[src/rtl/key_expander_if.sv]
// Bundle of key-load, status and round-key read signals between the AES key
// schedule and its user.
interface key_expander_if;
    logic         key_load;
    logic [127:0] key_in;
    logic         busy;
    logic         keys_valid;
    logic [3:0]   rd_idx;
    logic [127:0] rk_out;

    modport master (
        output key_load,
        output key_in,
        output rd_idx,
        input  busy,
        input  keys_valid,
        input  rk_out
    );

    modport slave (
        input  key_load,
        input  key_in,
        input  rd_idx,
        output busy,
        output keys_valid,
        output rk_out
    );
endinterface

[src/rtl/key_expander.sv]
// Sequential AES-128 key schedule: one round key per clock into an 11-entry
// bank, with a random-access read port for the cipher datapath.
module key_expander #(
    parameter int RD_REG = 1
) (
    input  logic    clk,
    input  logic    rst_n,
    key_expander_if.slave kx
);

    typedef enum logic [1:0] {
        ST_IDLE   = 2'b00,
        ST_EXPAND = 2'b01,
        ST_READY  = 2'b10
    } state_t;

    // AES S-box, entry 0 in the most significant byte.
    localparam logic [2047:0] SBOX_TAB = {
        128'h637c777bf26b6fc53001672bfed7ab76,
        128'hca82c97dfa5947f0add4a2af9ca472c0,
        128'hb7fd9326363ff7cc34a5e5f171d83115,
        128'h04c723c31896059a071280e2eb27b275,
        128'h09832c1a1b6e5aa0523bd6b329e32f84,
        128'h53d100ed20fcb15b6acbbe394a4c58cf,
        128'hd0efaafb434d338545f9027f503c9fa8,
        128'h51a3408f929d38f5bcb6da2110fff3d2,
        128'hcd0c13ec5f974417c4a77e3d645d1973,
        128'h60814fdc222a908846eeb814de5e0bdb,
        128'he0323a0a4906245cc2d3ac629195e479,
        128'he7c8376d8dd54ea96c56f4ea657aae08,
        128'hba78252e1ca6b4c6e8dd741f4bbd8b8a,
        128'h703eb5664803f60e613557b986c11d9e,
        128'he1f8981169d98e949b1e87e9ce5528df,
        128'h8ca1890dbfe6426841992d0fb054bb16
    };

    function automatic logic [7:0] sub_byte(input logic [7:0] b);
        return SBOX_TAB[11'd2047 - {b, 3'b000} -: 8];
    endfunction

    function automatic logic [31:0] sub_word(input logic [31:0] w);
        return {sub_byte(w[31:24]), sub_byte(w[23:16]), sub_byte(w[15:8]), sub_byte(w[7:0])};
    endfunction

    function automatic logic [7:0] rcon(input logic [3:0] r);
        logic [7:0] c;
        case (r)
            4'd1:    c = 8'h01;
            4'd2:    c = 8'h02;
            4'd3:    c = 8'h04;
            4'd4:    c = 8'h08;
            4'd5:    c = 8'h10;
            4'd6:    c = 8'h20;
            4'd7:    c = 8'h40;
            4'd8:    c = 8'h80;
            4'd9:    c = 8'h1b;
            4'd10:   c = 8'h36;
            default: c = 8'h00;
        endcase
        return c;
    endfunction

    function automatic logic [127:0] next_key(input logic [127:0] k, input logic [3:0] r);
        logic [31:0] t;
        logic [31:0] w0;
        logic [31:0] w1;
        logic [31:0] w2;
        logic [31:0] w3;
        t  = sub_word({k[23:0], k[31:24]}) ^ {rcon(r), 24'h000000};
        w0 = k[127:96] ^ t;
        w1 = k[95:64]  ^ w0;
        w2 = k[63:32]  ^ w1;
        w3 = k[31:0]   ^ w2;
        return {w0, w1, w2, w3};
    endfunction

    // Indices beyond rk10 read as zero.
    function automatic logic [127:0] select_key(input logic [10:0][127:0] bank, input logic [3:0] idx);
        return (idx <= 4'd10) ? bank[idx] : 128'h0;
    endfunction

    state_t              state_r;
    state_t              state_next_s;
    logic [3:0]          cnt_r;
    logic [10:0][127:0]  rk_r;
    logic                load_s;
    logic [127:0]        prev_key_s;
    logic [127:0]        next_key_s;
    logic [127:0]        rd_data_s;
    logic                busy_s;
    logic                keys_valid_s;

    assign load_s     = kx.key_load && (state_r != ST_EXPAND);
    assign prev_key_s = select_key(rk_r, cnt_r - 4'd1);
    assign next_key_s = next_key(prev_key_s, cnt_r);
    assign rd_data_s  = select_key(rk_r, kx.rd_idx);

    // State register.
    always_ff @(posedge clk or negedge rst_n) begin
        if (!rst_n) begin
            state_r <= ST_IDLE;
        end else begin
            state_r <= state_next_s;
        end
    end

    // Next-state decode.
    always_comb begin
        state_next_s = state_r;
        case (state_r)
            ST_IDLE: begin
                if (load_s) state_next_s = ST_EXPAND;
                else        state_next_s = ST_IDLE;
            end
            ST_EXPAND: begin
                if (cnt_r == 4'd10) state_next_s = ST_READY;
                else                state_next_s = ST_EXPAND;
            end
            ST_READY: begin
                if (load_s) state_next_s = ST_EXPAND;
                else        state_next_s = ST_READY;
            end
            default: state_next_s = ST_IDLE;
        endcase
    end

    // Status outputs decoded straight from the state register.
    always_comb begin
        busy_s       = 1'b0;
        keys_valid_s = 1'b0;
        case (state_r)
            ST_IDLE:   begin busy_s = 1'b0; keys_valid_s = 1'b0; end
            ST_EXPAND: begin busy_s = 1'b1; keys_valid_s = 1'b0; end
            ST_READY:  begin busy_s = 1'b0; keys_valid_s = 1'b1; end
            default:   begin busy_s = 1'b0; keys_valid_s = 1'b0; end
        endcase
    end

    assign kx.busy       = busy_s;
    assign kx.keys_valid = keys_valid_s;

    // Round counter: 1 on load, steps to 10 then parks at 0.
    always_ff @(posedge clk or negedge rst_n) begin
        if (!rst_n) begin
            cnt_r <= 4'd0;
        end else if (load_s) begin
            cnt_r <= 4'd1;
        end else if (state_r == ST_EXPAND) begin
            cnt_r <= (cnt_r == 4'd10) ? 4'd0 : cnt_r + 4'd1;
        end else begin
            cnt_r <= cnt_r;
        end
    end

    // Round-key bank: rk0 from the cipher key, then one derived key per cycle.
    always_ff @(posedge clk or negedge rst_n) begin
        if (!rst_n) begin
            rk_r <= '0;
        end else if (load_s) begin
            rk_r[0] <= kx.key_in;
        end else if (state_r == ST_EXPAND) begin
            rk_r[cnt_r] <= next_key_s;
        end else begin
            rk_r <= rk_r;
        end
    end

    generate
        if (RD_REG != 0) begin : g_rd_reg
            logic [127:0] rk_out_r;
            // Registered read port; a same-cycle write is seen one cycle later.
            always_ff @(posedge clk or negedge rst_n) begin
                if (!rst_n) begin
                    rk_out_r <= 128'h0;
                end else begin
                    rk_out_r <= rd_data_s;
                end
            end
            assign kx.rk_out = rk_out_r;
        end else begin : g_rd_comb
            assign kx.rk_out = rd_data_s;
        end
    endgenerate

endmodule
[src/flat_wrapper.sv]
// flat-port wrapper written by rule: the top's interface ports become plain ports
module key_expander_flat 
#(
    parameter int RD_REG = 1
)
  (clk, rst_n, kx_key_load, kx_key_in, kx_rd_idx, kx_busy, kx_keys_valid, kx_rk_out);
  key_expander_if kx_i ();
  input  logic clk;
  input  logic rst_n;
  input wire logic [$bits(kx_i.key_load)-1:0] kx_key_load;
  input wire logic [$bits(kx_i.key_in)-1:0] kx_key_in;
  input wire logic [$bits(kx_i.rd_idx)-1:0] kx_rd_idx;
  output wire logic [$bits(kx_i.busy)-1:0] kx_busy;
  output wire logic [$bits(kx_i.keys_valid)-1:0] kx_keys_valid;
  output wire logic [$bits(kx_i.rk_out)-1:0] kx_rk_out;
  assign kx_i.key_load = kx_key_load;
  assign kx_i.key_in = kx_key_in;
  assign kx_i.rd_idx = kx_rd_idx;
  assign kx_busy = kx_i.busy;
  assign kx_keys_valid = kx_i.keys_valid;
  assign kx_rk_out = kx_i.rk_out;
  key_expander #(.RD_REG(RD_REG)) u_core (.clk(clk), .rst_n(rst_n), .kx(kx_i));
endmodule
[config.mk]
export PLATFORM = sky130hd
export DESIGN_NAME = key_expander_flat
export DESIGN_NICKNAME = d
export VERILOG_FILES = /design/src/rtl/key_expander_if.sv /design/src/rtl/key_expander.sv /design/src/flat_wrapper.sv
export SDC_FILE = /design/constraint.sdc
export NUM_CORES = 2
export LEC_CHECK = 0
export CELL_PAD_IN_SITES_DETAIL_PLACEMENT = 1
export CELL_PAD_IN_SITES_GLOBAL_PLACEMENT = 2
export CORE_ASPECT_RATIO = 1.25
export CORE_MARGIN = 10
export CORE_UTILIZATION = 37
export CTS_BUF_LIST = sky130_fd_sc_hd__clkbuf_16
export CTS_CLUSTER_DIAMETER = 200
export CTS_CLUSTER_SIZE = 12
export DETAILED_ROUTE_END_ITERATION = 12
export HOLD_SLACK_MARGIN = 0.06
export PLACE_DENSITY_LB_ADDON = 0.1
export SYNTH_ARGS = -nofsm -noshare
export SYNTH_HDL_FRONTEND = slang
export SYNTH_SLANG_ARGS = --single-unit
[constraint.sdc]
create_clock -name clk -period 7.66 [get_ports clk]
set_input_delay 1.532 -clock clk [delete_from_list [all_inputs] [get_ports clk]]
set_output_delay 1.532 -clock clk [all_outputs]
set_load 0.01 [all_outputs]
# After elaboration in Yosys (flattened, before gate mapping)
# Memories as Yosys holds them, arrays and structs flattened.
# Cells that the tools add are included.
# classes
shift,4
n_reduce_logical,5
magnitude_cmp,6
addsub,6
n_eq_ne,4
n_mux,20
bitwise,6
# ops
operator,count
variable part select 2055 x 12 -> 8 bit (first input constant),4
bitwise mux 1408 bit,1
binary-select mux 128 bit (select 4 bit),2
2-to-1 mux 128 bit,7
demux 128 bit (select 4 bit),1
XOR 32 bit,5
subtractor 11 bit (first input constant),4
< comparator 4 x 5 -> 1 bit (second input constant),3
2-to-1 mux 4 bit,3
less-or-equal comparator 4 bit (second input constant),2
one-hot mux 2 bit (3 select lines),1
adder 4 x 1 -> 4 bit (second input constant),1
equality test 4 bit (second input constant),1
greater-or-equal comparator 4 x 1 -> 1 bit (second input constant),1
2-to-1 mux 2 bit,2
subtractor 4 x 1 -> 4 bit (second input constant),1
2-to-1 mux 1 bit,3
equality test 2 x 1 -> 1 bit (second input constant),1
equality test 2 bit (second input constant),1
logical AND 1 bit,2
zero test 2 bit,1
inequality test 2 x 1 -> 1 bit (second input constant),1
AND reduction 2 bit,1
nonzero test 2 bit,1
NOT 1 bit,1
# word_totals
elab_cells,66
mem_bits_ro,128
output_inout_bits,130
mem_count,1
ff_bits,1542
# mem_list
name,words,word_bits,read_ports,rd_clocked_by_memory_dff,wr,line_no,source
(no name shown),16,8,1,0,0,key_expander.sv:47,case (r)

# Longest topological paths before layout
# logic_depth
word_depth,14
ltp_mapped,36
mapped_depth_nobuf,20

# Worst setup path after synthesis
# OpenSTA, ideal clock, no wires.
# synth_timing
path_kind,register to register
startpoint,reg u_core.cnt_r[0]
endpoint,reg u_core.rk_r[18] (netlist bit)
t_required_ns,7.529
setup_ns,0.131
slack_ns,0.304
path_stages_with_launch,34
period_less_slack_ns,7.356
path_buffers,18
arrival_ns,7.225
path_cell_list,dfrtp_1 > buf_4 > inv_1 > buf_2 > buf_1 > clkbuf_1 > clkbuf_1 > clkbuf_1 > clkbuf_1 > buf_1 > ha_1 > buf_4 > buf_4 > buf_6 > buf_4 > mux2i_1 > a311oi_1 > nand4_1 > nand2_1 > buf_4 > buf_4 > buf_4 > ha_1 > clkbuf_1 > clkbuf_1 > o211ai_1 > o311a_1 > a32o_1 > o32ai_1 > xor2_1 > xor2_1 > xnor2_1 > buf_6 > o22ai_2
# synth_between
elab_chain_len,14
# synth_lines
element,line_no,source
from (decl),key_expander.sv:84,logic [3:0] cnt_r;
from (signal assigned),key_expander.sv:149,cnt_r <= (cnt_r == 4'd10) ? 4'd0 : cnt_r + 4'd1;
from (signal assigned),key_expander.sv:151,cnt_r <= cnt_r;
subtractor 4 x 1 -> 4 bit,key_expander.sv:94,"assign prev_key_s = select_key(rk_r, cnt_r - 4'd1);"
binary-select mux 128 bit (select 4 bit),key_expander.sv:79,return (idx <= 4'd10) ? bank[idx] : 128'h0;
2-to-1 mux 128 bit (not written as such),key_expander.sv:79,
2-to-1 mux 128 bit,key_expander.sv:79,
subtractor 11 bit,key_expander.sv:38,"return SBOX_TAB[11'd2047 - {b, 3'b000} -: 8];"
variable part select 2055 x 12 -> 8 bit,key_expander.sv:38,
XOR 32 bit,key_expander.sv:69,"t = sub_word({k[23:0], k[31:24]}) ^ {rcon(r), 24'h000000};"
XOR 32 bit,key_expander.sv:70,w0 = k[127:96] ^ t;
XOR 32 bit,key_expander.sv:71,w1 = k[95:64] ^ w0;
XOR 32 bit,key_expander.sv:72,w2 = k[63:32] ^ w1;
XOR 32 bit,key_expander.sv:73,w3 = k[31:0] ^ w2;
bitwise mux 1408 bit *,key_expander.sv:162,rk_r[cnt_r] <= next_key_s;
2-to-1 mux 128 bit *,key_expander.sv:161,end else if (state_r == ST_EXPAND) begin
2-to-1 mux 128 bit *,key_expander.sv:159,end else if (load_s) begin
"to (signal, indexed assignment)",key_expander.sv:162,
to (signal assigned),key_expander.sv:164,rk_r <= rk_r;
to (decl),key_expander.sv:85,logic [10:0][127:0] rk_r;
# Mark *: on every way between the ends. The rest lies on a longest branch, timed or not. The select of a mux whose other input is x is not followed.
# A chain may end at the register's enable or synchronous reset.

# Worst setup path in the final report
# layout_timing
startpoint,reg u_core.cnt_r[0]
endpoint,reg u_core.rk_r[29] (netlist bit)
# The elaborated chain is that of the path after synthesis.

==> impl_metrics.tcl <==
set metrics [dict create \
    ios 265 \
    clock.fmax_ghz 0.133 \
    netlist_instances 9976 \
    grt_pass1_vias 87943 \
    rsz0062_at_grt "false" \
    yosysSeqAreaShare_pct 41.5 \
    yosys.cell_count.top_type "nand2_1" \
    hold_viol 0 \
    cts_max_level 4 \
    tritoncts "yes" \
    yosys-top-cells-area "dfrtp_1, mux4_2, o21ai_0" \
    critPathArrivalTime_ns 8.23 \
    synthFlopType "dfrtp_1" \
    drc 0 \
    start_util_pct 37.2 \
    fin_nets 9994 \
    clkLatencyLatePin_ns 0.88 \
    dieArea_um2 272000 \
    yosys.area.top_type "dfrtp_1" \
    fill_cells 28005 \
    synth_seq_cells 1542 \
    vias 85204 \
    ys_warn_count 0 \
    io_buffers 264 \
    firstDrtPassIters 6 \
    antenna_left 0 \
    die_y_um 581 \
    drive_gt1_share_pct 13.6 \
    postCtsHoldBufs 0 \
    status "complete, no violations" \
    place_congestion 0.965 \
    clockBufferDepth 4 \
    synth_top_area_share_pct 41.5 \
    rows 205 \
    whs_path_depth 2 \
    synth_commonest_cells "nand2_1, o21ai_0, dfrtp_1" \
    crit_path_start_kind "flop" \
    grt_usage_pct 33.8 \
    clk_pin_slew_ns 0.07 \
    core_um2 250000 \
    syn_area_um2 93100 \
    placed_area_um2 100000 \
    avgSynthCellArea_um2 9.33 \
    crit_required_ns 8.35 \
    worstPathMaxFanout 48 \
    synthArstFlopShare_pct 100 \
    fin_area_um2 104000 \
    drt_wl_total_mm 473 \
    skew_ns 0.0943 \
    synth-edff-count 0 \
    wl_per_cell_um 36.0 \
    dp_hpwl_mm 306 \
    cts-root-buf "clkbuf_16" \
    vias_per_cell 6.48 \
    post-route-util_pct 41.6 \
    grt_pass1_wl_mm 676 \
    area_growth_pct 11.8 \
    cts_buffers 154 \
    drt_iter0_drc 8577 \
    drv_slew 0 \
    hold_class "flop to flop" \
    grt_max_degree 172 \
    maxSlewHeadroom_pct 8.21 \
    finalCritPeriodShare_pct 98.4 \
    period_needed_ns 7.54 \
    endpoint_kind "flop" \
    die_x_um 469 \
    cts_sinks 1542 \
    overflow 0 \
    synth.lib_cells_used.distinct 105 \
    antenna_found_initial 21 \
    syn_nets 10157 \
    tightest_slew_ns 1.36 \
    setup_viol 0 \
    max_cap_violations 0 \
    tns_ns 0 \
    r2r_cells 22 \
    crit_type "flop to flop" \
]
==> what timing repair did <==
item / CTS / global route
cloned: 0 / 1
buffers inserted: 0 / 1
pin swaps: 0 / 2
endpoints found under the setup margin: 30 / 68
gates resized for setup: 5 / 4
==> per-layer routing <==
| layer | routed length (um) | vias up | GRT usage (%) |
|---|---|---|---|
| li1 | - | 35996 | - |
| met1 | 196000 | 44940 | 44.2 |
| met2 | 222000 | 3350 | 54.6 |
| met3 | 26700 | 916 | 4.30 |
| met4 | 28800 | 2 | 17.2 |
| met5 | 161 | - | 0.423 |
==> critical path: stages (launching register included) <==
cell and delay (ns):
dfrtp_4 0.50, buf_4 0.64, nor2_1 0.22, a2111o_2 0.70, buf_4 0.27, a21o_1 0.21
and2_1 0.26, inv_2 0.36, ha_1 0.22, buf_4 0.24, inv_1 0.23, a211oi_1 0.29
buf_4 0.23, o21ai_0 0.10, nor3b_1 0.16, o311ai_0 0.61, nand4_1 0.19, buf_4 0.22
xor3_1 0.97, xnor2_1 0.24, buf_4 0.24, o21ai_0 0.11, o21a_1 0.14
==> flip-flops by register name, indices dropped and copies added (netlist names) <==
name and cells:
u_core.rk_r 1408, u_core.kx.rk_out 128, u_core.cnt_r 4, u_core.state_r 2
==> cells by family (layout without fill, tap and decap cells) <==
| logic type | count (synthesis) | after routing | synth area share, % |
|---|---|---|---|
| other cells | 0 | 9 | 0 |
| fa+ha+maj | 46 | 46 | 0.618 |
| mux | 997 | 997 | 17.3 |
| buf+inv | 1122 | 967 | 5.37 |
| simple gates | 2831 | 2831 | 12.4 |
| flops | 1542 | 1542 | 41.5 |
| xor+xnor | 175 | 175 | 1.83 |
| compound gates | 3263 | 3264 | 21.1 |
==> final timing paths <==
path,startpoint,to,slack (ns)
max in group asynchronous,rst_n,u_core.rk_r[411]$_DFFE_PN0P_,4.94
hold / removal,u_core.rk_r[747]$_DFFE_PN0P_,u_core.rk_r[747]$_DFFE_PN0P_,0.50
setup reg to reg,u_core.cnt_r[0]$_DFFE_PN0P_,u_core.rk_r[29]$_DFFE_PN0P_,0.12
min in group asynchronous,rst_n,u_core.rk_r[430]$_DFFE_PN0P_,0.70
hold reg to reg,u_core.rk_r[747]$_DFFE_PN0P_,u_core.rk_r[747]$_DFFE_PN0P_,0.50
setup / recovery,u_core.cnt_r[0]$_DFFE_PN0P_,u_core.rk_r[29]$_DFFE_PN0P_,0.12
==> placed cells by master, fill, tap and decap left out, drive strengths merged, types with 37 or more instances in the layout <==
cell,n
mux4,479
o211ai,146
o21a,54
o21ai,1637
a221oi,52
a22oi,37
buf,500
o221ai,41
mux2,71
xnor2,110
a31oi,84
nand3,184
ha,46
nor2,423
a211oi,99
a21oi,468
xor2,57
inv,45
o22ai,238
nor3,136
clkdlybuf4s50,259
nand2,1926
clkbuf,154
mux2i,447
o311ai,50
dfrtp,1542
a311oi,43
==> area by class of cell <==
type	count	area (um2)	area share, %
repair buffers	759	7100	6.82
multi-input cells	7313	50100	48.1
flip-flops and latches	1542	38600	37.1
clock buffers	154	3850	3.70
inverters	43	166	0.160
diodes	9	22.5	0.0216
clock inverters	11	129	0.124
well taps	3312	4140	3.98
==> metrics by stage <==
stage / hold slack [ns] / setup slack [ns] / std cells
6_report: 0.499 / 0.120 / 13143
5_1_grt: 0.518 / 0.0235 / 13139
4_1_cts: 0.502 / 0.0368 / 13132
3_5_place_dp: 0.487 / -0.104 / 12967
3_3_place_gp: 0.471 / -0.174 / 12966
2_1_floorplan: 0.458 / 0.304 / 9976
Power is not shown: default switching activity piles up to over one toggle a cycle in this logic, so the estimate is an artifact.
